<file path="config.mk">
export PLATFORM = sky130hd
export DESIGN_NAME = ddr_test_sequencer_flat
export DESIGN_NICKNAME = d
export VERILOG_FILES = /design/src/rtl/ddr_test_sequencer_if.sv /design/src/rtl/ddr_test_sequencer.sv /design/src/flat_wrapper.sv
export SDC_FILE = /design/constraint.sdc
export NUM_CORES = 1
export LEC_CHECK = 0
export BUFFER_PORTS_ARGS = -buffer_cell sky130_fd_sc_hd__buf_2
export CELL_PAD_IN_SITES_DETAIL_PLACEMENT = 1
export CELL_PAD_IN_SITES_GLOBAL_PLACEMENT = 1
export CORE_MARGIN = 4
export CORE_UTILIZATION = 46
export DETAILED_ROUTE_END_ITERATION = 10
export HOLD_SLACK_MARGIN = 0.1
export PLACE_DENSITY = 0.91
export SETUP_SLACK_MARGIN = 0.5
export SLEW_MARGIN = 15
export SYNTH_ARGS = -nofsm -noshare
export SYNTH_HDL_FRONTEND = slang
export SYNTH_SLANG_ARGS = --single-unit
</file>
<file path="constraint.sdc">
create_clock -name clk -period 4.01 [get_ports clk]
set_input_delay 0 -clock clk [delete_from_list [all_inputs] [get_ports clk]]
set_output_delay 0 -clock clk [all_outputs]
set_load 0.01 [all_outputs]
</file>
<file path="src/rtl/ddr_test_sequencer_if.sv">
// Command channel between the DDR test sequencer and the AXI4 burst engine.
// The sequencer is the master and the engine is the slave.
interface ddr_test_sequencer_if #(
   parameter int ADDR_W = 34
);
   logic              cmd_valid;
   logic              cmd_ready;
   logic [ADDR_W-1:0] cmd_addr;
   logic              cmd_dir;
   logic              cmd_done;

   modport master (
      output cmd_valid, cmd_addr, cmd_dir,
      input  cmd_ready, cmd_done
   );

   modport slave (
      input  cmd_valid, cmd_addr, cmd_dir,
      output cmd_ready, cmd_done
   );
endinterface

</file>
<file path="src/rtl/ddr_test_sequencer.sv">
// Issues one full-region DDR test pass as fixed-size bursts with a bounded
// number of commands in flight, and reports elapsed cycles and status.
module ddr_test_sequencer #(
   parameter int                ADDR_W          = 34,
   parameter logic [ADDR_W-1:0] BASE_ADDR       = '0,
   parameter int                BURST_BYTES     = 4096,
   parameter int                REGION_BYTES    = 1 << 30,
   parameter int                MAX_OUTSTANDING = 4
) (
   input  logic                        clk,
   input  logic                        resetn,
   input  logic                        start_write,
   input  logic                        start_read,
   ddr_test_sequencer_if.master        cmd,
   output logic                        busy,
   output logic                        done,
   output logic [31:0]                 elapsed,
   output logic                        start_ignored,
   output logic                        proto_err
);
   localparam int NUM_BURSTS = REGION_BYTES / BURST_BYTES;
   localparam int CNT_W      = $clog2(NUM_BURSTS + 1);

   localparam logic [CNT_W-1:0]  NUM_C  = CNT_W'(NUM_BURSTS);
   localparam logic [CNT_W-1:0]  LAST_C = CNT_W'(NUM_BURSTS - 1);
   localparam logic [3:0]        MAX_C  = 4'(MAX_OUTSTANDING);
   localparam logic [ADDR_W-1:0] STEP   = ADDR_W'(BURST_BYTES);

   localparam logic [1:0] S_IDLE  = 2'd0;
   localparam logic [1:0] S_ISSUE = 2'd1;
   localparam logic [1:0] S_DRAIN = 2'd2;

   logic [1:0]       state;
   logic [CNT_W-1:0] issued;
   logic [CNT_W-1:0] completed;
   logic [3:0]       outstanding;
   logic             accept;
   logic             retire;
   logic             start;

   assign cmd.cmd_valid = (state == S_ISSUE) &&
                          (issued < NUM_C) &&
                          (outstanding < MAX_C);

   assign accept = cmd.cmd_valid & cmd.cmd_ready;
   assign retire = cmd.cmd_done & (outstanding != 4'd0);
   assign start  = start_write | start_read;

   always_ff @(posedge clk) begin
      if (!resetn) begin
         state         <= S_IDLE;
         issued        <= '0;
         completed     <= '0;
         outstanding   <= '0;
         cmd.cmd_addr  <= BASE_ADDR;
         cmd.cmd_dir   <= 1'b0;
         busy          <= 1'b0;
         done          <= 1'b0;
         elapsed       <= '0;
         start_ignored <= 1'b0;
         proto_err     <= 1'b0;
      end else begin
         done <= 1'b0;

         if (accept) begin
            issued       <= issued + 1'b1;
            cmd.cmd_addr <= cmd.cmd_addr + STEP;
         end

         if (retire)
            completed <= completed + 1'b1;

         if (accept && !retire)
            outstanding <= outstanding + 4'd1;
         else if (!accept && retire)
            outstanding <= outstanding - 4'd1;

         if (busy && (elapsed != '1))
            elapsed <= elapsed + 32'd1;

         case (state)
            S_IDLE: begin
               if (start) begin
                  state         <= S_ISSUE;
                  busy          <= 1'b1;
                  cmd.cmd_dir   <= ~start_write;
                  cmd.cmd_addr  <= BASE_ADDR;
                  issued        <= '0;
                  completed     <= '0;
                  outstanding   <= '0;
                  elapsed       <= '0;
                  start_ignored <= 1'b0;
                  proto_err     <= 1'b0;
               end
            end
            S_ISSUE: begin
               if (accept && (issued == LAST_C))
                  state <= S_DRAIN;
            end
            S_DRAIN: begin
               if (retire && (completed == LAST_C)) begin
                  state <= S_IDLE;
                  busy  <= 1'b0;
                  done  <= 1'b1;
               end
            end
            default: state <= S_IDLE;
         endcase

         // Error flags set after the start clear so a same-cycle event sticks.
         if (start && busy)
            start_ignored <= 1'b1;
         if (cmd.cmd_done && (outstanding == 4'd0))
            proto_err <= 1'b1;
      end
   end
endmodule

</file>
<file path="src/flat_wrapper.sv">
// flat-port wrapper written by rule: the top's interface ports become plain ports
module ddr_test_sequencer_flat 
#(
   parameter int                ADDR_W          = 34,
   parameter logic [ADDR_W-1:0] BASE_ADDR       = '0,
   parameter int                BURST_BYTES     = 4096,
   parameter int                REGION_BYTES    = 1 << 30,
   parameter int                MAX_OUTSTANDING = 4
)
  (clk, resetn, start_write, start_read, busy, done, elapsed, start_ignored, proto_err, cmd_cmd_valid, cmd_cmd_addr, cmd_cmd_dir, cmd_cmd_ready, cmd_cmd_done);
  ddr_test_sequencer_if #(.ADDR_W(ADDR_W)) cmd_i ();
  input  logic clk;
  input  logic resetn;
  input  logic start_write;
  input  logic start_read;
  output logic busy;
  output logic done;
  output logic [31:0] elapsed;
  output logic start_ignored;
  output logic proto_err;
  output wire logic [$bits(cmd_i.cmd_valid)-1:0] cmd_cmd_valid;
  output wire logic [$bits(cmd_i.cmd_addr)-1:0] cmd_cmd_addr;
  output wire logic [$bits(cmd_i.cmd_dir)-1:0] cmd_cmd_dir;
  input wire logic [$bits(cmd_i.cmd_ready)-1:0] cmd_cmd_ready;
  input wire logic [$bits(cmd_i.cmd_done)-1:0] cmd_cmd_done;
  assign cmd_cmd_valid = cmd_i.cmd_valid;
  assign cmd_cmd_addr = cmd_i.cmd_addr;
  assign cmd_cmd_dir = cmd_i.cmd_dir;
  assign cmd_i.cmd_ready = cmd_cmd_ready;
  assign cmd_i.cmd_done = cmd_cmd_done;
  ddr_test_sequencer #(.ADDR_W(ADDR_W), .BASE_ADDR(BASE_ADDR), .BURST_BYTES(BURST_BYTES), .REGION_BYTES(REGION_BYTES), .MAX_OUTSTANDING(MAX_OUTSTANDING)) u_core (.clk(clk), .resetn(resetn), .start_write(start_write), .start_read(start_read), .cmd(cmd_i), .busy(busy), .done(done), .elapsed(elapsed), .start_ignored(start_ignored), .proto_err(proto_err));
endmodule
</file>
==> results of run 1 <==
## repair_timing
action / CTS / global route
setup buffers: 0 / 0
hold endpoints to repair: 8 / 0
gates resized for setup: 0 / 0
hold buffers: 5 / 0
setup endpoints to repair: 0 / 0
## how the worst max path moves through the flow
stage	to	depth (start not counted)
6_report	u_core.issued[15]	5
5_1_grt	u_core.outstanding[1]	5
4_1_cts	u_core.state[0]	4
3_5_place_dp	u_core.state[0]	4
3_3_place_gp	u_core.state[0]	4
2_1_floorplan	u_core.issued[17]	8
## state kept, by name, summed over array words and instances, names as in the netlist
register              count
u_core.done               1
u_core.cmd.cmd_dir        1
u_core.outstanding        4
u_core.cmd.cmd_addr      22
u_core.state              2
u_core.busy               1
u_core.completed         19
u_core.start_ignored      1
u_core.issued            19
u_core.proto_err          1
u_core.elapsed           32
## layout make-up
class | count | area share (%)
Clock buffer | 9 | 2.217
Clock inverter | 7 | 1.433
Inverter | 13 | 0.8735
Multi-Input combinational cell | 440 | 48.44
Sequential cell | 103 | 36.91
Tap cell | 136 | 3.046
Timing Repair Buffer | 71 | 7.077
## layer usage
layer  share of wire, %  GRT usage, %  vias up
li1                   -             -     2142
met1                 44         25.23     2191
met2                 51         37.41       88
met3                4.0         4.022       17
met4                1.6         6.571        0
met5                  0             0        -
## placed cells by master, fill, tap and decap left out, types with 13 or more instances in the layout
cell and count:
nand4_1 26, nand3_1 38, a21oi_1 17, inv_1 13, xor2_1 30, dfxtp_1 103, buf_2 65, nor2_1 88
xnor2_1 40, and3_1 14, nand2_1 40, nor4_1 16
## cells in the mapped netlist, types with 5 or more instances
cell        n  area share [%]
inv_1      13            0.98
dfxtp_1   103              42
and2_1      5            0.63
or3_1      11             1.4
ha_1        6             1.5
nor4_1     16             2.0
xnor2_1    40             7.1
nor3_1     13             1.3
clkbuf_1   17             1.3
a21oi_1    17             1.7
xor2_1     30             5.3
buf_4      12             1.8
and3_1     14             1.8
o21ai_0    12             1.2
nand4_1    26             3.3
nand3_1    38             3.8
and4_1     11             1.9
nor2_1     88             6.6
a31oi_1     5            0.63
nand2_1    41             3.1
## power by group
group	internal, µW	switching, µW	total [µW]	leakage [µW]
Combinational	46.1	88.2	134	0.00113
Clock	295	385	680	0.0000964
Sequential	1030	14.2	1050	0.000831
## through the flow
| stage | worst slack [ns] | total power [µW] | instances |
|---|---|---|---|
| floorplan | 1.824 | 1171 | 594 |
| global placement | 1.494 | 1194 | 758 |
| detailed placement | 1.433 | 1203 | 758 |
| CTS | 1.400 | 1886 | 779 |
| global route | 1.149 | 1938 | 779 |
| finish | 1.398 | 1863 | 779 |
## tightest hold or removal path: stages
cell     delay (ns)
buf_2          0.12
nand3_1        0.10
nor3_2         0.11
nand2_1        0.10
xor2_1         0.06
nor2_1         0.07
## cell families after synthesis
group,Yosys count
simple gates,287
other cells,1
xor+xnor,70
flops,103
mux,3
compound gates,62
buf+inv,51
fa+ha+maj,6
==> summary.txt, run 1 <==
Run status = finished clean
Area after DPL = 5333 µm²
Hold crit path type = input pin to flip-flop
Cells after Synth = 583
Detailed Route Iter0 Violations = 250
Fin. Hold Viols = 0
Synth Area in Simple Gates = 30.57%
Worst-path cell chain = or4b_1, or4_1, nor4_1, xnor2_1, nor2_1
PwrDens = 333.5 nW/µm²
# clock sinks = 103
Die height = 111.9 µm
YS warnings = 0
Combinational family with the most area after synthesis = simple AND/OR/NAND/NOR gates
Finished Core Util = 53.63%
Post-Synth XOR/XNOR Area = 12.34%
Worst setup startpoint = u_core.state[1]
Tcrit/Tclk final = 65.13%
Wire per inst = 16.68 µm
Hold_ws = 0.2085 ns
P_leak = 0.002060 µW
Synth cell types = 54
Ys flop type = dfxtp_1
Placer Congestion = 0.8398
Setup TNS = 0 ns
Final instance area = 5587 µm²
Gr usage total = 20.89%
Vias in the first global route = 4611
Layout net count = 650
Crit path launch type = flip-flop
CTS tree = built
Endpoint type of the worst setup path = flip-flop
Terminus of the critical flop-to-flop path = u_core.issued[15]
Synth-to-Final Area Change = 12.44%
Synthesized flop and latch total = 103
VDD IR-drop max = 0.2449 mV
Post-Synth Adder-Cell Area = 1.511%
R2R depth = 5
Post-synth EDFFs = 0
Worst hold start = cmd_cmd_ready
MaxCap Viol Count = 0
Vias per inst = 5.697
Final min period = 2.612 ns
Top delay family on crit path = simple AND/OR/NAND/NOR gates
Slowest CP cell = or4_1
Area taken by multi-input logic gates = 2706 µm²
FFs w/ async S/R, synth = 0%
Achievable Freq = 382.9 MHz
Slew HR = 28.42%
Core box area = 10420 µm²
Largest net degree at the start of global routing = 51
Final Skew = 0.01417 ns
Drt total wl = 13.00 mm
First-pass GRT wire length = 22.07 mm
Vias = 4438
WP data arrival = 2.87 ns
Reg-to-Reg Start = u_core.state[1]
Fillers = 1282
Final ANT Viol Nets = 0
Residual DRC count = 0
RSZ-0062 raised after global routing = no
Die X = 111.9 µm
Root Buffer = clkbuf_8
Max clock buf depth = 2
Drt pass-1 iters = 4
Proportion of layout cells with a drive suffix above 1 = 15.24%
Reg area = 2062 µm²
Die Area = 12530 µm²
Num ports = 78
Starting utilization of the core area = 47.70%
Worst-Margin Slew = 1.068 ns
Sequential share of the synthesized area = 41.50%
IO Port Bufs = 65
Worst-path clk slew = 0.11 ns
Diodes inserted = 0
Antenna violations before repair = 0
Synth Area in Compound Gates = 8.386%
CP bufs+invs = 0
Mux cell area share after synthesis = 0.6044%
Setup violations, final = 0
Hold EP = u_core.cmd.cmd_addr[28]
Synth Cell Area = 4969 µm²
CP peak stage delay = 0.78 ns
GR Overflow Total = 0
Crit-path max FO = 15
Number of cell rows = 37
DP HPWL = 9.459 mm
Syn_area_per_cell = 8.522 µm²
Final slew viol count = 0
Clock Latency Late Sink = 0.38 ns
Worst EP required = 4.27 ns
R2R Setup Slk = 1.40 ns
Hold path depth = 6
Setup Crit Path Kind = flip-flop to flip-flop
Total CTS buffers = 9
CTS H-Tree Depth = 3
(Power assumes the default switching activity.)
==> inputs of run 2 (changes only) <==
--- a/config.mk
+++ b/config.mk
@@ -5,14 +5,15 @@
 export SDC_FILE = /design/constraint.sdc
 export NUM_CORES = 1
 export LEC_CHECK = 0
+export ABC_AREA = 1
 export BUFFER_PORTS_ARGS = -buffer_cell sky130_fd_sc_hd__buf_2
 export CELL_PAD_IN_SITES_DETAIL_PLACEMENT = 1
 export CELL_PAD_IN_SITES_GLOBAL_PLACEMENT = 1
 export CORE_MARGIN = 4
-export CORE_UTILIZATION = 46
+export CORE_UTILIZATION = 41
 export DETAILED_ROUTE_END_ITERATION = 10
 export HOLD_SLACK_MARGIN = 0.1
-export PLACE_DENSITY = 0.91
+export PLACE_DENSITY = 0.87
 export SETUP_SLACK_MARGIN = 0.5
 export SLEW_MARGIN = 15
 export SYNTH_ARGS = -nofsm -noshare
==> constraint.sdc (replaced) <==
create_clock -name clk -period 2.7 [get_ports clk]
set_input_delay 0 -clock clk [delete_from_list [all_inputs] [get_ports clk]]
set_output_delay 0 -clock clk [all_outputs]
set_load 0.01 [all_outputs]
==> run 2 against run 1 <==
- power is 67% higher
- utilization decreased by 5.3 points
- global-route usage fell by 0.45 points
- register-to-register slack got worse by 0.67 ns
- non-clock buffer count grew 5
- clock power up 99%
- critical endpoint is now u_core.completed[14]
- final area grew 15%
- first-iteration DRC count increased by 16%
- sequential share of layout area fell by 4.8 points
==> summary.txt, run 2 <==
Fillers = 1800 (was 1282)
Terminus of the critical flop-to-flop path = u_core.completed[14] (was u_core.issued[15])
Synth Cell Area = 5597 µm² (was 4969 µm²)
Drt pass-1 iters = 4 (unchanged)
Synth area leader = dfxtp_1 (unchanged)
GR Overflow Total = 0 (unchanged)
WP data arrival = 2.22 ns (was 2.87 ns)
Ys flop type = dfxtp_1 (unchanged)
Synth top area share = 36.84% (was 41.50%)
Reg-to-Reg Start = u_core.outstanding[0] (was u_core.state[1])
Num ports = 78 (unchanged)
Max reg flops = 32 (unchanged)
CTS H-Tree Depth = 3 (unchanged)
Leading cell types in the layout, fill and taps excluded = 232 x nand2_1, 166 x nor2_1, 103 x dfxtp_1 (was 103 x dfxtp_1, 88 x nor2_1, 65 x buf_2)
Largest net degree at the start of global routing = 63 (was 51)
Post-Synth XOR/XNOR Area = 2.191% (was 12.34%)
Root Buffer = clkbuf_16 (was clkbuf_8)
Final min period = 1.975 ns (was 2.612 ns)
Layout net count = 944 (was 650)
Slew HR = 51.61% (was 28.42%)
FFs w/ async S/R, synth = 0% (unchanged)
Run status = finished clean (unchanged)
Area contributors post-synth = dfxtp_1 37%, nand2_1 16%, nor2_1 11% (was dfxtp_1 42%, xnor2_1 7.1%, nor2_1 6.6%)
Wire per inst = 14.36 µm (was 16.68 µm)
Starting utilization of the core area = 42.09% (was 47.70%)
CP peak stage delay = 0.39 ns (was 0.78 ns)
Die X = 124.8 µm (was 111.9 µm)
Most frequent cell after synthesis = nand2_1 (was dfxtp_1)
Worst-path cell chain = inv_1, ha_1, nand2_1, nand2_2, inv_2, nand2_1, inv_2, nand2_1, nor2_1, nand3_1, nand2_1, nor2_1 (was or4b_1, or4_1, nor4_1, xnor2_1, nor2_1)
Final Skew = 0.007888 ns (was 0.01417 ns)
Die height = 124.8 µm (was 111.9 µm)
Diodes inserted = 0 (unchanged)
Drt total wl = 15.96 mm (was 13.00 mm)
YS warnings = 0 (unchanged)
Crit path launch type = flip-flop (unchanged)
Hold_ws = 0.2470 ns (was 0.2085 ns)
Commonest cells in the netlist = 232 x nand2_1, 166 x nor2_1, 103 x dfxtp_1 (was 103 x dfxtp_1, 88 x nor2_1, 41 x nand2_1)
R2R Setup Slk = 0.72 ns (was 1.40 ns)
Endpoint type of the worst setup path = flip-flop (unchanged)
CP dominant cell by count = nand2_1
Residual DRC count = 0 (unchanged)
First-pass GRT wire length = 26.95 mm (was 22.07 mm)
Tcrit/Tclk final = 73.15% (was 65.13%)
Achievable Freq = 506.3 MHz (was 382.9 MHz)
Worst setup startpoint = u_core.outstanding[0] (was u_core.state[1])
Vias = 5619 (was 4438)
Final ANT Viol Nets = 0 (unchanged)
Detailed Route Iter0 Violations = 291 (was 250)
Synthesized flop and latch total = 103 (unchanged)
Largest Register = u_core.elapsed (unchanged)
Cells after Synth = 863 (was 583)
CTS tree = built (unchanged)
Die Area = 15580 µm² (was 12530 µm²)
Worst hold start = start_read (was cmd_cmd_ready)
RSZ-0062 raised after global routing = no (unchanged)
Crit-path max FO = 13 (was 15)
Hold crit path type = input pin to flip-flop (unchanged)
Final slew viol count = 0 (unchanged)
# clock sinks = 103 (unchanged)
Worst EP required = 2.95 ns (was 4.27 ns)
Proportion of layout cells with a drive suffix above 1 = 13.14% (was 15.24%)
Vias per inst = 5.053 (was 5.697)
Vias in the first global route = 5706 (was 4611)
Setup violations, final = 0 (unchanged)
Syn_area_per_cell = 6.485 µm² (was 8.522 µm²)
Combinational family with the most area after synthesis = simple AND/OR/NAND/NOR gates (unchanged)
VDD IR-drop max = 0.2884 mV (was 0.2449 mV)
Setup Crit Path Kind = flip-flop to flip-flop (unchanged)
Worst-path clk slew = 0.07 ns (was 0.11 ns)
MaxCap Viol Count = 0 (unchanged)
P_leak = 0.002543 µW (was 0.002060 µW)
Synth Area in Simple Gates = 41.40% (was 30.57%)
Sequential share of the synthesized area = 36.84% (was 41.50%)
CP bufs+invs = 3 (was 0)
Post-synth EDFFs = 0 (unchanged)
Reg area = 2062 µm² (unchanged)
Number of cell rows = 42 (was 37)
Synth Area in Compound Gates = 8.495% (was 8.386%)
Core box area = 13300 µm² (was 10420 µm²)
Synth cell types = 39 (was 54)
Gr usage total = 20.44% (was 20.89%)
Setup TNS = 0 ns (unchanged)
Hold path depth = 5 (was 6)
Biggest regs = u_core.elapsed (32), u_core.cmd.cmd_addr (22) (unchanged)
Total CTS buffers = 9 (unchanged)
Area taken by multi-input logic gates = 3040 µm² (was 2706 µm²)
Worst-Margin Slew = 0.7248 ns (was 1.068 ns)
Commonest non-fill, non-tap cell in the layout = nand2_1 (was dfxtp_1)
DP HPWL = 11.61 mm (was 9.459 mm)
Fin. Hold Viols = 0 (unchanged)
Hold EP = u_core.busy (was u_core.cmd.cmd_addr[28])
Post-Synth Adder-Cell Area = 1.341% (was 1.511%)
Max clock buf depth = 2 (unchanged)
Clock Latency Late Sink = 0.35 ns (was 0.38 ns)
Top delay family on crit path = simple AND/OR/NAND/NOR gates (unchanged)
Mux cell area share after synthesis = 0% (was 0.6044%)
Placer Congestion = 0.8450 (was 0.8398)
Antenna violations before repair = 0 (unchanged)
PwrDens = 484.7 nW/µm² (was 333.5 nW/µm²)
IO Port Bufs = 65 (unchanged)
R2R depth = 12 (was 5)
Synth-to-Final Area Change = 14.71% (was 12.44%)
Slowest CP cell = dfxtp_1 (was or4_1)
## run 2: where the power goes
group          internal (µW)  total (µW)  switching, µW
sequential              1530        1550           18.6
clock                    761        1350            592
combinational           57.5         207            150
## run 2: layout make-up
cell class,count,share of cell area [%]
multi-input cells,644,47.36
clock buffers,11,3.937
inverters,98,5.769
clock inverters,4,0.7016
well taps,176,3.430
flip-flops and latches,103,32.12
repair buffers,76,6.685
## run 2: repair_timing
item | 4_1_cts | 5_1_grt
hold buffers | 7 | 0
endpoints found under the setup margin | 0 | 23
hold endpoints to repair | 12 | 0
setup buffers | 0 | 0
resized for setup | 0 | 3
## run 2: how the worst max path moves through the flow
stage	endpoint	slack (ns)	depth (start not counted)
after floorplan	u_core.elapsed[17]	1.06	11
after global placement	u_core.elapsed[19]	0.71	12
after detailed placement	u_core.elapsed[19]	0.64	12
after CTS	u_core.start_ignored	0.59	9
after global routing	u_core.completed[14]	0.53	12
final	u_core.completed[14]	0.72	12
## run 2: tightest hold or removal path, delay by kind of cell
kind	cells	cell delay, ns
buf+inv	2	0.18
simple gates	2	0.31
compound gates	1	0.06
## run 2: layer usage
metal / track usage (%) / up-vias / routed length, µm / share of wire, %
met5: 0 / - / 0 / 0
met4: 6.952 / 0 / 249 / 1.6
met2: 35.59 / 101 / 7789 / 49
met1: 25.99 / 2664 / 7303 / 46
li1: - / 2837 / - / -
met3: 2.744 / 17 / 620 / 3.9
## run 2: logic make-up (layout without fill, tap and decap cells)
kind of cell | count (synthesis) | after routing
other cells | 1 | 12
xor+xnor | 14 | 14
buf+inv | 127 | 189
compound gates | 90 | 90
flops | 103 | 103
fa+ha+maj | 6 | 6
simple gates | 522 | 522
## run 2: stage by stage
step / total power [µW] / cells / area [µm²] / utilization (%) / setup slack [ns]
after global placement: 1780 / 1090 / 6046 / 45.47 / 0.7105
after global routing: 3218 / 1112 / 6420 / 48.29 / 0.5267
after floorplan: 1743 / 874 / 5638 / - / 1.065
after detailed placement: 1785 / 1090 / 6046 / 45.47 / 0.6446
final: 3112 / 1112 / 6420 / 48.29 / 0.7249
after CTS: 3138 / 1112 / 6414 / 48.24 / 0.5919
==> inputs of run 3 (changes only) <==
==> constraint.sdc (replaced) <==
create_clock -name clk -period 2 [get_ports clk]
set_input_delay 0 -clock clk [delete_from_list [all_inputs] [get_ports clk]]
set_output_delay 0 -clock clk [all_outputs]
set_load 0.01 [all_outputs]
==> run 3 against run 2 <==
- clock skew grew 0.0033 ns
- sequential share of layout area fell by 5.3 points
- non-clock buffer count up 94
- clock power is 40% higher
- critical path depth fell by 3
- sequential power is 34% higher
- power grew 45%
- worst hold slack better by 0.17 ns
- setup slack worse by 0.51 ns
- register-to-register slack worse by 0.51 ns
- count of clock-buffer cells in the layout is 2 higher
- critical endpoint is now u_core.elapsed[14]
- highest routed layer unchanged
==> summary.txt, run 3 (synthesized netlist as in run 2, its figures left out) <==
Hold path depth = 3 (was 5)
Clock Latency Late Sink = 0.37 ns (was 0.35 ns)
Wire per inst = 23.69 µm (was 14.36 µm)
CTS H-Tree Depth = 3 (unchanged)
Clock power share = 41.9% (was 43.5%)
Crit-path max FO = 6 (was 13)
Tcrit/Tclk final = 89.03% (was 73.15%)
WP data arrival = 2.06 ns (was 2.22 ns)
Max clock buf depth = 2 (unchanged)
Proportion of layout cells with a drive suffix above 1 = 39.84% (was 13.14%)
Fin. Hold Viols = 0 (unchanged)
VDD IR-drop max = 0.4278 mV (was 0.2884 mV)
Layout net count = 1038 (was 944)
Worst-path clk slew = 0.07 ns (about the same)
Largest net degree at the start of global routing = 53 (was 63)
Die height = 124.8 µm (unchanged)
Achievable Freq = 561.6 MHz (was 506.3 MHz)
Starting utilization of the core area = 42.09% (unchanged)
Vias in the first global route = 6366 (was 5706)
Biggest regs = u_core.elapsed (32), u_core.cmd.cmd_addr (22) (unchanged)
GR Overflow Total = 0 (unchanged)
Crit path launch type = flip-flop (unchanged)
Setup violations, final = 0 (unchanged)
Die X = 124.8 µm (unchanged)
First-pass GRT wire length = 31.96 mm (was 26.95 mm)
Psw = 1229 µW (was 759.8 µW)
Drt total wl = 28.57 mm (was 15.96 mm)
Root Buffer = clkbuf_16 (unchanged)
Detailed Route Iter0 Violations = 701 (was 291)
Fillers = 1693 (was 1800)
# clock sinks = 103 (unchanged)
Final ANT Viol Nets = 0 (unchanged)
Reg-to-Reg Start = u_core.elapsed[28] (was u_core.outstanding[0])
Placer Congestion = 0.8663 (was 0.8450)
Endpoint type of the worst setup path = flip-flop (unchanged)
Residual DRC count = 0 (unchanged)
Terminus of the critical flop-to-flop path = u_core.elapsed[14] (was u_core.completed[14])
DP HPWL = 12.09 mm (was 11.61 mm)
Power share of the combinational group = 12.2% (was 6.7%)
Num ports = 78 (unchanged)
CTS tree = built (unchanged)
Total CTS buffers = 9 (unchanged)
IO Port Bufs = 65 (unchanged)
Synth-to-Final Area Change = 46.37% (was 14.71%)
Leading cell types in the layout, fill and taps excluded = 195 x nand2_1, 121 x nor2_1, 79 x inv_1 (was 232 x nand2_1, 166 x nor2_1, 103 x dfxtp_1)
Area taken by multi-input logic gates = 3740 µm² (was 3040 µm²)
Switching Share = 27.15% (was 24.42%)
Drt pass-1 iters = 5 (was 4)
R2R Setup Slk = 0.22 ns (was 0.72 ns)
Gr usage total = 24.70% (was 20.44%)
P_leak = 0.003344 µW (was 0.002543 µW)
Die Area = 15580 µm² (unchanged)
Hold crit path type = input pin to flip-flop (unchanged)
Final min period = 1.781 ns (was 1.975 ns)
PwrDens = 552.4 nW/µm² (was 484.7 nW/µm²)
Largest Register = u_core.elapsed (unchanged)
Antenna violations before repair = 1 (was 0)
Worst EP required = 2.28 ns (was 2.95 ns)
Reg area = 2193 µm² (was 2062 µm²)
Vias = 7187 (was 5619)
MaxCap Viol Count = 0 (unchanged)
Hold EP = u_core.cmd.cmd_dir (was u_core.busy)
RSZ-0062 raised after global routing = yes (was no)
Run status = finished clean (unchanged)
Seq pwr share = 45.9% (was 49.9%)
Total Power = 4525 µW (was 3112 µW)
Setup Crit Path Kind = flip-flop to flip-flop (unchanged)
Vias per inst = 5.959 (was 5.053)
Core box area = 13300 µm² (unchanged)
R2R depth = 9 (was 12)
Number of cell rows = 42 (unchanged)
Final slew viol count = 0 (unchanged)
Commonest non-fill, non-tap cell in the layout = nand2_1 (unchanged)
Internal Power = 3297 µW (was 2352 µW)
Setup TNS = 0 ns (unchanged)
Max reg flops = 32 (unchanged)
Final Skew = 0.01115 ns (was 0.007888 ns)
Worst hold start = start_write (was start_read)
run 3: cell count changes in the layout (fill, tap and decap cells not counted), moves of 29 or more:
cell,change
buf_4,+64
nor2_4,+33
nand2_2,+29
nand2_1,-37
dfxtp_1,-61
dfxtp_2,+39
nor2_1,-45
run 3: layer usage:
| layer | global-route usage, % | up-vias | routed length, µm |
|---|---|---|---|
| li1 | - | 3046 | - |
| met1 | 29.29 | 3481 | 10420 |
| met5 | 0 | - | 0 |
| met2 | 44.08 | 472 | 13990 |
| met3 | 3.688 | 188 | 2080 |
| met4 | 10.84 | 0 | 2075 |
run 3: metrics by stage:
step                instance area, µm²  hold WS (ns)  worst slack (ns)  std cells  util, %
floorplan                         5677       0.08936            0.4888        874        -
global placement                  6152        0.2470            0.2202       1099    46.27
finish                            8192        0.4178            0.2194       1206    61.61
detailed placement                6152        0.2327            0.1748       1099    46.27
CTS                               7132        0.4216            0.4156       1158    53.64
global route                      8192        0.4295            0.1527       1206    61.61
run 3: area by class of cell:
cell class | count | share of cell area [%]
Inverter | 98 | 4.888
Clock buffer | 13 | 3.177
Antenna cell | 1 | 0.03055
Timing Repair Buffer | 170 | 16.42
Multi-Input combinational cell | 644 | 45.65
Tap cell | 176 | 2.688
Sequential cell | 103 | 26.78
Clock inverter | 1 | 0.3666
run 3: critical path, stage by stage, from the launching register on:
cell and delay (ns):
dfxtp_1 0.45, nand2_1 0.12, nor2_1 0.16, nand2_2 0.11, nor2_4 0.11, nand2_4 0.09
nand2_8 0.15, buf_16 0.14, nand2_1 0.13, a21oi_2 0.21
run 3: power groups by stage:
stage               Clock [µW]  Sequential (µW)  Combinational [µW]
floorplan                    0             2140                 214
global placement             0             2140                 278
detailed placement           0             2150                 284
CTS                       1840             2090                 376
global route              1980             2080                 577
finish                    1890             2080                 551
run 3: how the worst max path moves through the flow:
stage / from / endpoint / slack [ns] / cells after the start
3_3_place_gp: u_core.elapsed[0] / u_core.elapsed[19] / 0.22 / 12
5_1_grt: u_core.elapsed[28] / u_core.elapsed[20] / 0.15 / 10
2_1_floorplan: u_core.elapsed[10] / u_core.elapsed[17] / 0.49 / 10
6_report: u_core.elapsed[28] / u_core.elapsed[14] / 0.22 / 9
4_1_cts: u_core.elapsed[1] / u_core.elapsed[30] / 0.42 / 10
3_5_place_dp: u_core.elapsed[7] / u_core.elapsed[17] / 0.17 / 9
run 3: repair_timing:
| action | CTS | global route |
|---|---|---|
| cloned | 1 | 4 |
| hold buffers | 6 | 0 |
| endpoints found under the hold margin | 9 | 0 |
| pin swaps | 35 | 76 |
| endpoints found under the setup margin | 91 | 100 |
| gates resized for setup | 101 | 207 |
| buffers inserted | 38 | 43 |
